### src/rtl/edge_detect_multi.sv
// ============================================================================
// Module      : edge_detect_multi
// Description : Multi-channel edge detector. Each channel synchronises an
//               asynchronous level input, optionally deglitches it, and emits
//               one-cycle rise/fall pulses, a mode-gated event pulse, a sticky
//               pending flag and a saturating event counter. irq is the OR of
//               all pending flags.
// Option      : EDGE_DETECT_FILTER_EN - when defined, a level change must be
//               seen on FILTER_CYCLES consecutive synchronised samples before
//               it is accepted; shorter glitches are discarded.
// Revision    : 1.0 - initial release
// ============================================================================
`default_nettype none

module edge_detect_multi #(
  parameter int CHANNELS      = 4,
  parameter int SYNC_STAGES   = 2,
  parameter int FILTER_CYCLES = 4,
  parameter int CNT_W         = 8
) (
  input  logic                      clk,
  input  logic                      reset,
  input  logic [CHANNELS-1:0]       in,
  input  logic [1:0]                mode,
  input  logic [CHANNELS-1:0]       clear,
  output logic [CHANNELS-1:0]       rise,
  output logic [CHANNELS-1:0]       fall,
  output logic [CHANNELS-1:0]       pulse,
  output logic [CHANNELS-1:0]       pending,
  output logic [CHANNELS*CNT_W-1:0] count,
  output logic                      irq
);

  // Event-selection encodings of the shared mode input.
  localparam logic [1:0] C_MODE_RISE = 2'b00;
  localparam logic [1:0] C_MODE_FALL = 2'b01;
  localparam logic [1:0] C_MODE_BOTH = 2'b10;

  // Reject out-of-range parameterisations at elaboration time.
  if (CHANNELS < 1 || SYNC_STAGES < 2 || FILTER_CYCLES < 1 || CNT_W < 1) begin : g_param_check
    $error("edge_detect_multi: parameter out of range");
  end

  // Mode decode is shared by every channel; it is sampled together with the
  // event it gates, so a mode change applies from the edge that samples it.
  logic w_sel_rise;
  logic w_sel_fall;

  // Decode which transition directions generate a pulse.
  always_comb begin
    w_sel_rise = (mode == C_MODE_RISE) || (mode == C_MODE_BOTH);
    w_sel_fall = (mode == C_MODE_FALL) || (mode == C_MODE_BOTH);
  end

  for (genvar gi = 0; gi < CHANNELS; gi++) begin : g_ch

    logic [SYNC_STAGES-1:0] sync_q;
    logic [SYNC_STAGES-1:0] sync_d;
    logic                   level_q;
    logic                   level_d;
    logic                   rise_q;
    logic                   rise_d;
    logic                   fall_q;
    logic                   fall_d;
    logic                   pulse_q;
    logic                   pulse_d;
    logic                   pending_q;
    logic                   pending_d;
    logic [CNT_W-1:0]       count_q;
    logic [CNT_W-1:0]       count_d;
    logic                   w_s;
    logic                   w_pulse_ev;

    // Synchronised level is the last stage of the shift chain.
    assign w_s = sync_q[SYNC_STAGES-1];

    // Shift the raw input into the synchroniser chain (bit 0 samples first).
    always_comb begin
      sync_d = {sync_q[SYNC_STAGES-2:0], in[gi]};
    end

`ifdef EDGE_DETECT_FILTER_EN
    localparam int               FC_W      = $clog2(FILTER_CYCLES + 1);
    localparam logic [FC_W-1:0]  C_FC_LAST = FC_W'(FILTER_CYCLES - 1);
    localparam logic [FC_W-1:0]  C_FC_ONE  = FC_W'(1);

    logic [FC_W-1:0] fc_q;
    logic [FC_W-1:0] fc_d;

    // Deglitch: count consecutive samples that differ from the accepted
    // level; accept on the FILTER_CYCLES-th one, restart on any agreement.
    always_comb begin
      fc_d    = '0;
      level_d = level_q;
      if (w_s != level_q) begin
        if (fc_q == C_FC_LAST) begin
          level_d = w_s;
        end else begin
          fc_d = fc_q + C_FC_ONE;
        end
      end
    end

    // Filter run-length register.
    always_ff @(posedge clk or posedge reset) begin
      if (reset) begin
        fc_q <= '0;
      end else begin
        fc_q <= fc_d;
      end
    end
`else
    // Unfiltered: the accepted level follows the synchronised sample directly.
    always_comb begin
      level_d = w_s;
    end
`endif

    // Every change of the accepted level yields exactly one rise or fall;
    // pulse is the mode-gated copy produced on the same edge.
    always_comb begin
      rise_d     = level_d & ~level_q;
      fall_d     = ~level_d & level_q;
      w_pulse_ev = (rise_d & w_sel_rise) | (fall_d & w_sel_fall);
      pulse_d    = w_pulse_ev;
    end

    // Sticky pending and saturating counter; a simultaneous event beats clear.
    always_comb begin
      pending_d = w_pulse_ev | (pending_q & ~clear[gi]);
      count_d   = count_q;
      if (clear[gi]) begin
        count_d = w_pulse_ev ? CNT_W'(1) : '0;
      end else if (w_pulse_ev && (count_q != {CNT_W{1'b1}})) begin
        count_d = count_q + CNT_W'(1);
      end
    end

    // Per-channel state register with asynchronous clear.
    always_ff @(posedge clk or posedge reset) begin
      if (reset) begin
        sync_q    <= '0;
        level_q   <= 1'b0;
        rise_q    <= 1'b0;
        fall_q    <= 1'b0;
        pulse_q   <= 1'b0;
        pending_q <= 1'b0;
        count_q   <= '0;
      end else begin
        sync_q    <= sync_d;
        level_q   <= level_d;
        rise_q    <= rise_d;
        fall_q    <= fall_d;
        pulse_q   <= pulse_d;
        pending_q <= pending_d;
        count_q   <= count_d;
      end
    end

    assign rise[gi]                   = rise_q;
    assign fall[gi]                   = fall_q;
    assign pulse[gi]                  = pulse_q;
    assign pending[gi]                = pending_q;
    assign count[gi*CNT_W +: CNT_W]   = count_q;
  end

  // Interrupt request straight from the pending registers.
  assign irq = |pending;

endmodule

`default_nettype wire

### config.mk
export PLATFORM = sky130hd
export DESIGN_NAME = edge_detect_multi
export DESIGN_NICKNAME = d
export VERILOG_FILES = /design/src/rtl/edge_detect_multi.sv
export SDC_FILE = /design/constraint.sdc
export NUM_CORES = 1
export LEC_CHECK = 0
export ABC_AREA = 1
export BUFFER_PORTS_ARGS = -buffer_cell sky130_fd_sc_hd__clkbuf_2
export CAP_MARGIN = 15
export CORE_UTILIZATION = 55
export CTS_BUF_LIST = sky130_fd_sc_hd__clkbuf_16
export CTS_CLUSTER_DIAMETER = 50
export DETAILED_ROUTE_END_ITERATION = 10
export PLACE_DENSITY_LB_ADDON = 0.12
export SLEW_MARGIN = 20
export SYNTH_ARGS = -nofsm -noshare
export SYNTH_HDL_FRONTEND = slang
export SYNTH_SLANG_ARGS = --single-unit
export TNS_END_PERCENT = 100
### constraint.sdc
create_clock -name clk -period 2.2 [get_ports clk]
set_input_delay 0.33 -clock clk [delete_from_list [all_inputs] [get_ports clk]]
set_output_delay 0.33 -clock clk [all_outputs]
set_load 0.005 [all_outputs]
# Word-level counts from Yosys, hierarchy flattened

Index checks and enable logic that the tools add are counted.

Multiplexer cells: 12
Equal/unequal tests: 6
Reductions and logical operators: 12
Bitwise logic cells: 40
Add/sub/neg operators: 4

Operators with widths:

| cell                  | number |
|---|---|
| $mux W8               | 8 |
| $add A8 B1 Y8 const B | 4 |
| $ne A8 B8 Y1 const B  | 4 |
| $and A1 B1 Y1         | 20 |
| $not A1 Y1            | 12 |
| $or A1 B1 Y1          | 8 |
| $reduce_bool A2 Y1    | 4 |
| $logic_and A1 B1 Y1   | 4 |
| $mux W1               | 4 |
| $reduce_or A4 Y1      | 1 |
| $eq A2 B1 Y1 const B  | 1 |
| $eq A2 B2 Y1 const B  | 1 |
| $logic_not A2 Y1      | 1 |
| $logic_or A1 B1 Y1    | 2 |

Register bits: 60
Word-level logic and storage cells: 102

# Logic depth before layout (Yosys ltp)

Gate-level depths: netlist of run 1.

Word-level depth: 7
Gate-level depth with buffers: 11
Depth with buffers taken out: 11

# Worst setup path after synthesis of run 1

No wires, ideal clock.

Kind: in2reg
Start: input port mode[0]
End: register g_ch[1].count_q[3]
Data arrival time: 1.215 ns
Stages on the path: 9
Slack: 0.868 ns
Setup time: 0.117 ns
Buffers on the path: 0
Cells stage by stage: inv_1 > ha_1 > nand3_1 > nand2_4 > nand2_4 > nand2_2 > inv_2 > nand2_1 > nand2_1

Longest elaborated chain between the ends: 6

RTL lines:

| element                                      | line   | text |
|---|---|---|
| from (decl)                                  | 24     | `input logic [1:0] mode,` |
| $eq A2 B2 Y1, or another cell as far along   | 51, 52 |  |
| $logic_or A1 B1 Y1, on equally long branches | 51, 52 |  |
| $and A1 B1 Y1                                | 124    | `w_pulse_ev = (rise_d & w_sel_rise) \| (fall_d & w_sel_fall);` |
| $or A1 B1 Y1 *                               | 124    |  |
| via g_ch[1].pulse_d                          | 66     | `logic pulse_d;` |
| $logic_and A1 B1 Y1 *                        | 134    | `end else if (w_pulse_ev && (count_q != {CNT_W{1'b1}})) begin` |
| $reduce_bool A2 Y1 (no source line) *        | --     |  |
| to (signal assigned)                         | 156    | `count_q <= count_d;` |
| to (decl)                                    | 69     | `logic [CNT_W-1:0] count_q;` |

The timed path passes the listed nets; every way through them passes the cells marked *.
A chain may end at the register's enable or synchronous reset.

# Worst setup path after layout of run 1

Start: register g_ch[2].count_q[1]
End: register g_ch[2].count_q[0]

Longest elaborated chain between the ends: 3

RTL lines:

| element                             | line |
|---|---|
| from (decl)                         | 69 |
| from (signal assigned)              | 156 |
| $ne A8 B8 Y1                        | 134 |
| $logic_and A1 B1 Y1                 | 134 |
| $reduce_bool A2 Y1 (no source line) | -- |

Every way passes these cells.

==> impl_metrics.toml, run 1 <==
[run_status]
status = "completed"

[critical_path]
reg2reg_from = "g_ch[2].count_q[1]"
crit_required_ns = 2.40
r2r_slack_ns = 0.61
r2r_end = "g_ch[2].count_q[0]"
crit_path_end_kind = "register"
rr_worst_depth = 8
crit_fanout = 11
crit_arrival_ns = 1.79
critPathKind = "reg -> reg"
setup.worst_path.start = "g_ch[2].count_q[1]"
setup.worst_path.end = "g_ch[2].count_q[0]"
cp-start-kind = "register"

[logic_synthesis]
synth-async-reset-ratio = 1.00
synth_edf_count = 0
synth_flop_cell = "dfrtp_1"
syn-num-nets = 391
synth_seq_cells = 60
yosys_warnings = 0
synth.most_common_cell = "nand2_1"
postSynthAreaPerCell_sq_um = 8.09
yosysTopAreaCell = "dfrtp_1"
synth.area.top_cells = "dfrtp_1, nand2_1, nand3_1"
yosys.cell_types.count = 25
ys_seq_area_frac = 0.498
synth_common_cells = "nand2_1, dfrtp_1, nand3_1"
syn_inst = 373
synth_top_area_frac = 0.498
syn_area_sq_mm = 0.00302

[pwr]
ir_worst_vdd_v = 0.000594
finalPower_uw = 2800
power_density_mw_per_mm2 = 791
leakagePower_uw = 0.00196

[grt]
grt.overflow.total = 0
grt_util_all_layers = 0.227
antenna_found_initial = 0
grt_pass1_vias = 2244
grt_first_pass_wirelength_microns = 10400
grt_start_max_net_pins = 32

[cts]
cts_resized = 0
cts_tree = "yes"
postCtsSetupRepairBufs = 0
clock-sinks = 60
cts-root-buf = "clkbuf_16"
clkTransAtPathRegs_ns = 0.05
cts.hold.buffers_added = 0
clockBufferDepth = 2
cts_made_buffers = 9
clkLatencyLatePin_ns = 0.32
cts_max_level = 3

[placed_design]
placed_area_sq_mm = 0.00327
place_ws_ns = 0.566
port_buffers = 60
finalWeightedCongestion = 0.829
dp_hpwl_microns = 4270

[routing]
drt_wl_total_microns = 6050
route.detailed.drc = 0
ant_nets = 0
dr.pass1.iters = 5
vias_per_cell = 5.13
vias = 2563
wl_per_cell_microns = 12.1
drt_iter0_markers = 175

[die]
rows = 26
io_pins = 61
initial_core_util = 0.580
core_sq_mm = 0.00520
dieArea_sq_mm = 0.00579
die_h_microns = 76.1
dieWidth_microns = 76.1

[hold_path]
hold_path_class = "in -> async"

[cells_and_area]
layout-drive-gt1-share = 0.214
regArea_sq_mm = 0.00150
fin_nets = 444
num_antenna_cells = 0
fillCellCount = 444
area_growth_pct = 17.5
multi_input_area_sq_mm = 0.00118
final_cell_area_sq_mm = 0.00355
final_util = 0.681

[timing]
finClkSkew_ns = 0.00553
maxSlewHeadroom = 0.583
setup_violations = 0
finalHoldViolations = 0
finalMaxSlewViolations = 0
fmax_ghz = 0.629
tightestPinTransition_ns = 0.625
min_period_over_period = 0.723
setup_tns_ns = 0
rsz0062_at_grt = "no"
setup_slack_ns = 0.609
period_needed_ns = 1.59

[flow_run]
cap_violations = 0
[kinds of logic (layout without fill, tap and decap cells)]
family                   Yosys count  in the layout  share of synthesized area
XOR/XNOR                           1              1                    0.00290
AO/OA/AOI/OAI                     27             27                     0.0506
adder cells (fa/ha/maj)            6              6                     0.0249
buffers and inverters             69            126                      0.111
flip-flops                        60             60                      0.498
AND/OR/NAND/NOR                  210            210                      0.313
[sequential cells by signal (all words and copies together) (netlist names)]
name and cells:
g_ch.count_q 32, g_ch.sync_q 8, g_ch.fall_q 4, g_ch.level_q 4
g_ch.pending_q 4, g_ch.pulse_q 4, g_ch.rise_q 4
[worst min path at each step]
stage / startpoint / slack, ns / to
after floorplan: g_ch[0].sync_q[0] / 0.33 / g_ch[0].sync_q[1]
after detailed placement: g_ch[1].sync_q[0] / 0.34 / g_ch[1].sync_q[1]
after CTS: reset / 0.09 / g_ch[1].count_q[5]
final: reset / 0.07 / g_ch[1].count_q[4]
after global placement: g_ch[2].sync_q[0] / 0.34 / g_ch[2].sync_q[1]
after global routing: in[3] / 0.10 / g_ch[3].sync_q[0]
[cell type report]
| type | count | area share |
|---|---|---|
| Clock buffer | 9 | 0.0635 |
| Clock inverter | 6 | 0.0141 |
| Inverter | 49 | 0.0519 |
| Multi-Input combinational cell | 244 | 0.333 |
| Sequential cell | 60 | 0.423 |
| Tap cell | 70 | 0.0247 |
| Timing Repair Buffer | 62 | 0.0889 |
[layout by cell type, fill, tap and decap left out, types with 3 or more instances in the layout]
cell type  Yosys  routed
o21bai_1       3       3
nand3_1       53      53
nor2_1        44      44
nand2_2        8       8
dfrtp_1       60      60
o21ai_0        5       5
ha_1           6       6
clkbuf_16      0       9
clkbuf_2       0      60
o211ai_1       4       4
nand2_4        5       5
a21oi_1       13      13
nand2_1       89      89
inv_1         48      50
[worst max-delay path, stage by stage (launching register included)]
cell,delay [ns]
dfrtp_1,0.42
ha_1,0.22
nand2_2,0.09
nor2_4,0.16
nand3_1,0.11
nand2_2,0.21
inv_1,0.12
nand2_1,0.07
nand3_1,0.06
[report_power, final]
part / total (uW) / switching, uW / internal [uW]
sequential: 1230 / 55.1 / 1170
combinational: 277 / 174 / 103
clock: 1300 / 452 / 850
total: 2800 / 682 / 2120
[per-layer routing]
layer	track usage	share of wire
met5	0	0
met4	0.0808	0.017
met3	0.0575	0.056
met2	0.359	0.48
met1	0.304	0.45
[stage by stage]
step / instances / hold slack [ns]
finish: 500 / 0.0748
global route: 500 / 0.105
CTS: 500 / 0.0913
detailed placement: 485 / 0.336
global placement: 485 / 0.335
floorplan: 373 / 0.331
Power figures use the tool's default switching activity.
==> run 2, diff against run 1 <==
CORE_UTILIZATION = 49   (was 55)
clock period = 1.42 ns   (was 2.2 ns; I/O delays follow)
==> impl_metrics.toml, run 2 (same netlist as run 1, synthesis figures left out) <==
[cts]
clock-sinks = 60
cts-root-buf = "clkbuf_16"
cts_tree = "yes"
cts_made_buffers = 9
clockBufferDepth = 2
clkTransAtPathRegs_ns = 0.05
cts_max_level = 3
clkLatencyLatePin_ns = 0.32

[cells_and_area]
stdcell_count = 536
fillCellCount = 498
mostFrequentLayoutCells = "nand2_1, dfrtp_1, clkbuf_2, nand3_1, inv_1"
multi_input_area_sq_mm = 0.00123
layout-drive-gt1-share = 0.280
regMostFlops = "g_ch.count_q"
final_util = 0.646
area_growth_pct = 26.7
largest_reg_flops = 32
layout_commonest_cell = "nand2_1"
num_antenna_cells = 0
regArea_sq_mm = 0.00150
reg_top3 = "g_ch.count_q x32, g_ch.sync_q x8"
fin_nets = 475
final_cell_area_sq_mm = 0.00382

[grt]
grt_start_max_net_pins = 61
grt_util_all_layers = 0.222
antenna_found_initial = 0
grt_first_pass_wirelength_microns = 11000
grt.overflow.total = 0
grt_pass1_vias = 2471

[routing]
wl_per_cell_microns = 13.0
drt_wl_total_microns = 6950
dr.pass1.iters = 4
drt_iter0_markers = 141
vias = 2701
route.detailed.drc = 0
vias_per_cell = 5.04
ant_nets = 0

[die]
dieArea_sq_mm = 0.00648
core_sq_mm = 0.00592
initial_core_util = 0.510
die_h_microns = 80.5
io_pins = 61
dieWidth_microns = 80.5
rows = 28

[pwr]
leakagePower_uw = 0.00209
ir_worst_vdd_v = 0.000975
power_density_mw_per_mm2 = 1120
finalPower_uw = 4290

[placed_design]
dp_hpwl_microns = 4610
port_buffers = 60
place_inst = 507
finalWeightedCongestion = 0.832
place_ws_ns = -0.0811
placed_area_sq_mm = 0.00342

[critical_path]
crit_arrival_ns = 1.65
rr_worst_depth = 8
crit_fanout = 5
crit_required_ns = 1.65
critPathKind = "reg -> reg"
cp-start-kind = "register"
crit_path_end_kind = "register"

[flow_run]
cap_violations = 0

[timing]
finalMaxSlewViolations = 0
setup_violations = 0
maxSlewHeadroom = 0.726
period_needed_ns = 1.42
min_period_over_period = 1.00
fmax_ghz = 0.704
tightestPinTransition_ns = 0.411
finalHoldViolations = 0
finClkSkew_ns = 0.00334
setup_slack_ns = 0.0000255

[hold_path]
hold_path_class = "in -> reg"
holdPathStages = 1

[run_status]
status = "completed"
-- run 2: routing by layer --
metal,GRT usage,wire length (microns),vias to the layer above
met5,0,0,-
met4,0.0482,139,0
met3,0.0648,341,16
met2,0.380,3510,84
met1,0.277,2960,1263
li1,-,-,1338
-- run 2: final cells by class --
cell class | instances | area share
repair buffers | 92 | 0.147
flip-flops and latches | 60 | 0.393
clock inverters | 6 | 0.00655
multi-input cells | 245 | 0.321
inverters | 49 | 0.0491
well taps | 75 | 0.0245
clock buffers | 9 | 0.0589
-- run 2: report_power, final --
part	internal, uW	switching (uW)	total, uW
clock network	1140	693	1830
registers	1810	67.6	1880
logic	248	330	578
total	3200	1090	4290
-- run 2: stage by stage --
step,hold slack (ns),setup TNS (ns)
after global placement,0.311,-0.109
final,0.0169,0
after CTS,0.00856,0
after floorplan,0.244,0
after global routing,0.0106,-0.150
after detailed placement,0.311,-0.624
-- run 2: path summary, 6_finish.rpt --
check	from	slack [ns]	end
max	g_ch[2].count_q[0]	0.00003	g_ch[2].count_q[7]
min	in[2]	0.02	g_ch[2].sync_q[0]
max reg2reg	g_ch[2].count_q[0]	0.00003	g_ch[2].count_q[7]
min reg2reg	g_ch[1].sync_q[0]	0.35	g_ch[1].sync_q[1]
max in group asynchronous	reset	0.65	g_ch[0].pending_q
min in group asynchronous	reset	0.52	g_ch[1].sync_q[0]
-- run 2: critical path: stages (launching register included) --
cell and delay [ns]:
dfrtp_1 0.40, ha_4 0.17, nand2_2 0.07, nor2_4 0.11, nand3_2 0.11, nand2_4 0.12
buf_4 0.12, nand3_1 0.07, o21ai_1 0.13
-- run 2: what timing repair did --
| action | in CTS | in global routing |
|---|---|---|
| buffers inserted | 0 | 10 |
| resized for setup | 1 | 11 |
| pin swaps | 0 | 5 |
| hold buffers | 3 | 0 |
| hold endpoints to repair | 62 | 0 |
| endpoints found under the setup margin | 4 | 27 |
| gates cloned | 0 | 1 |
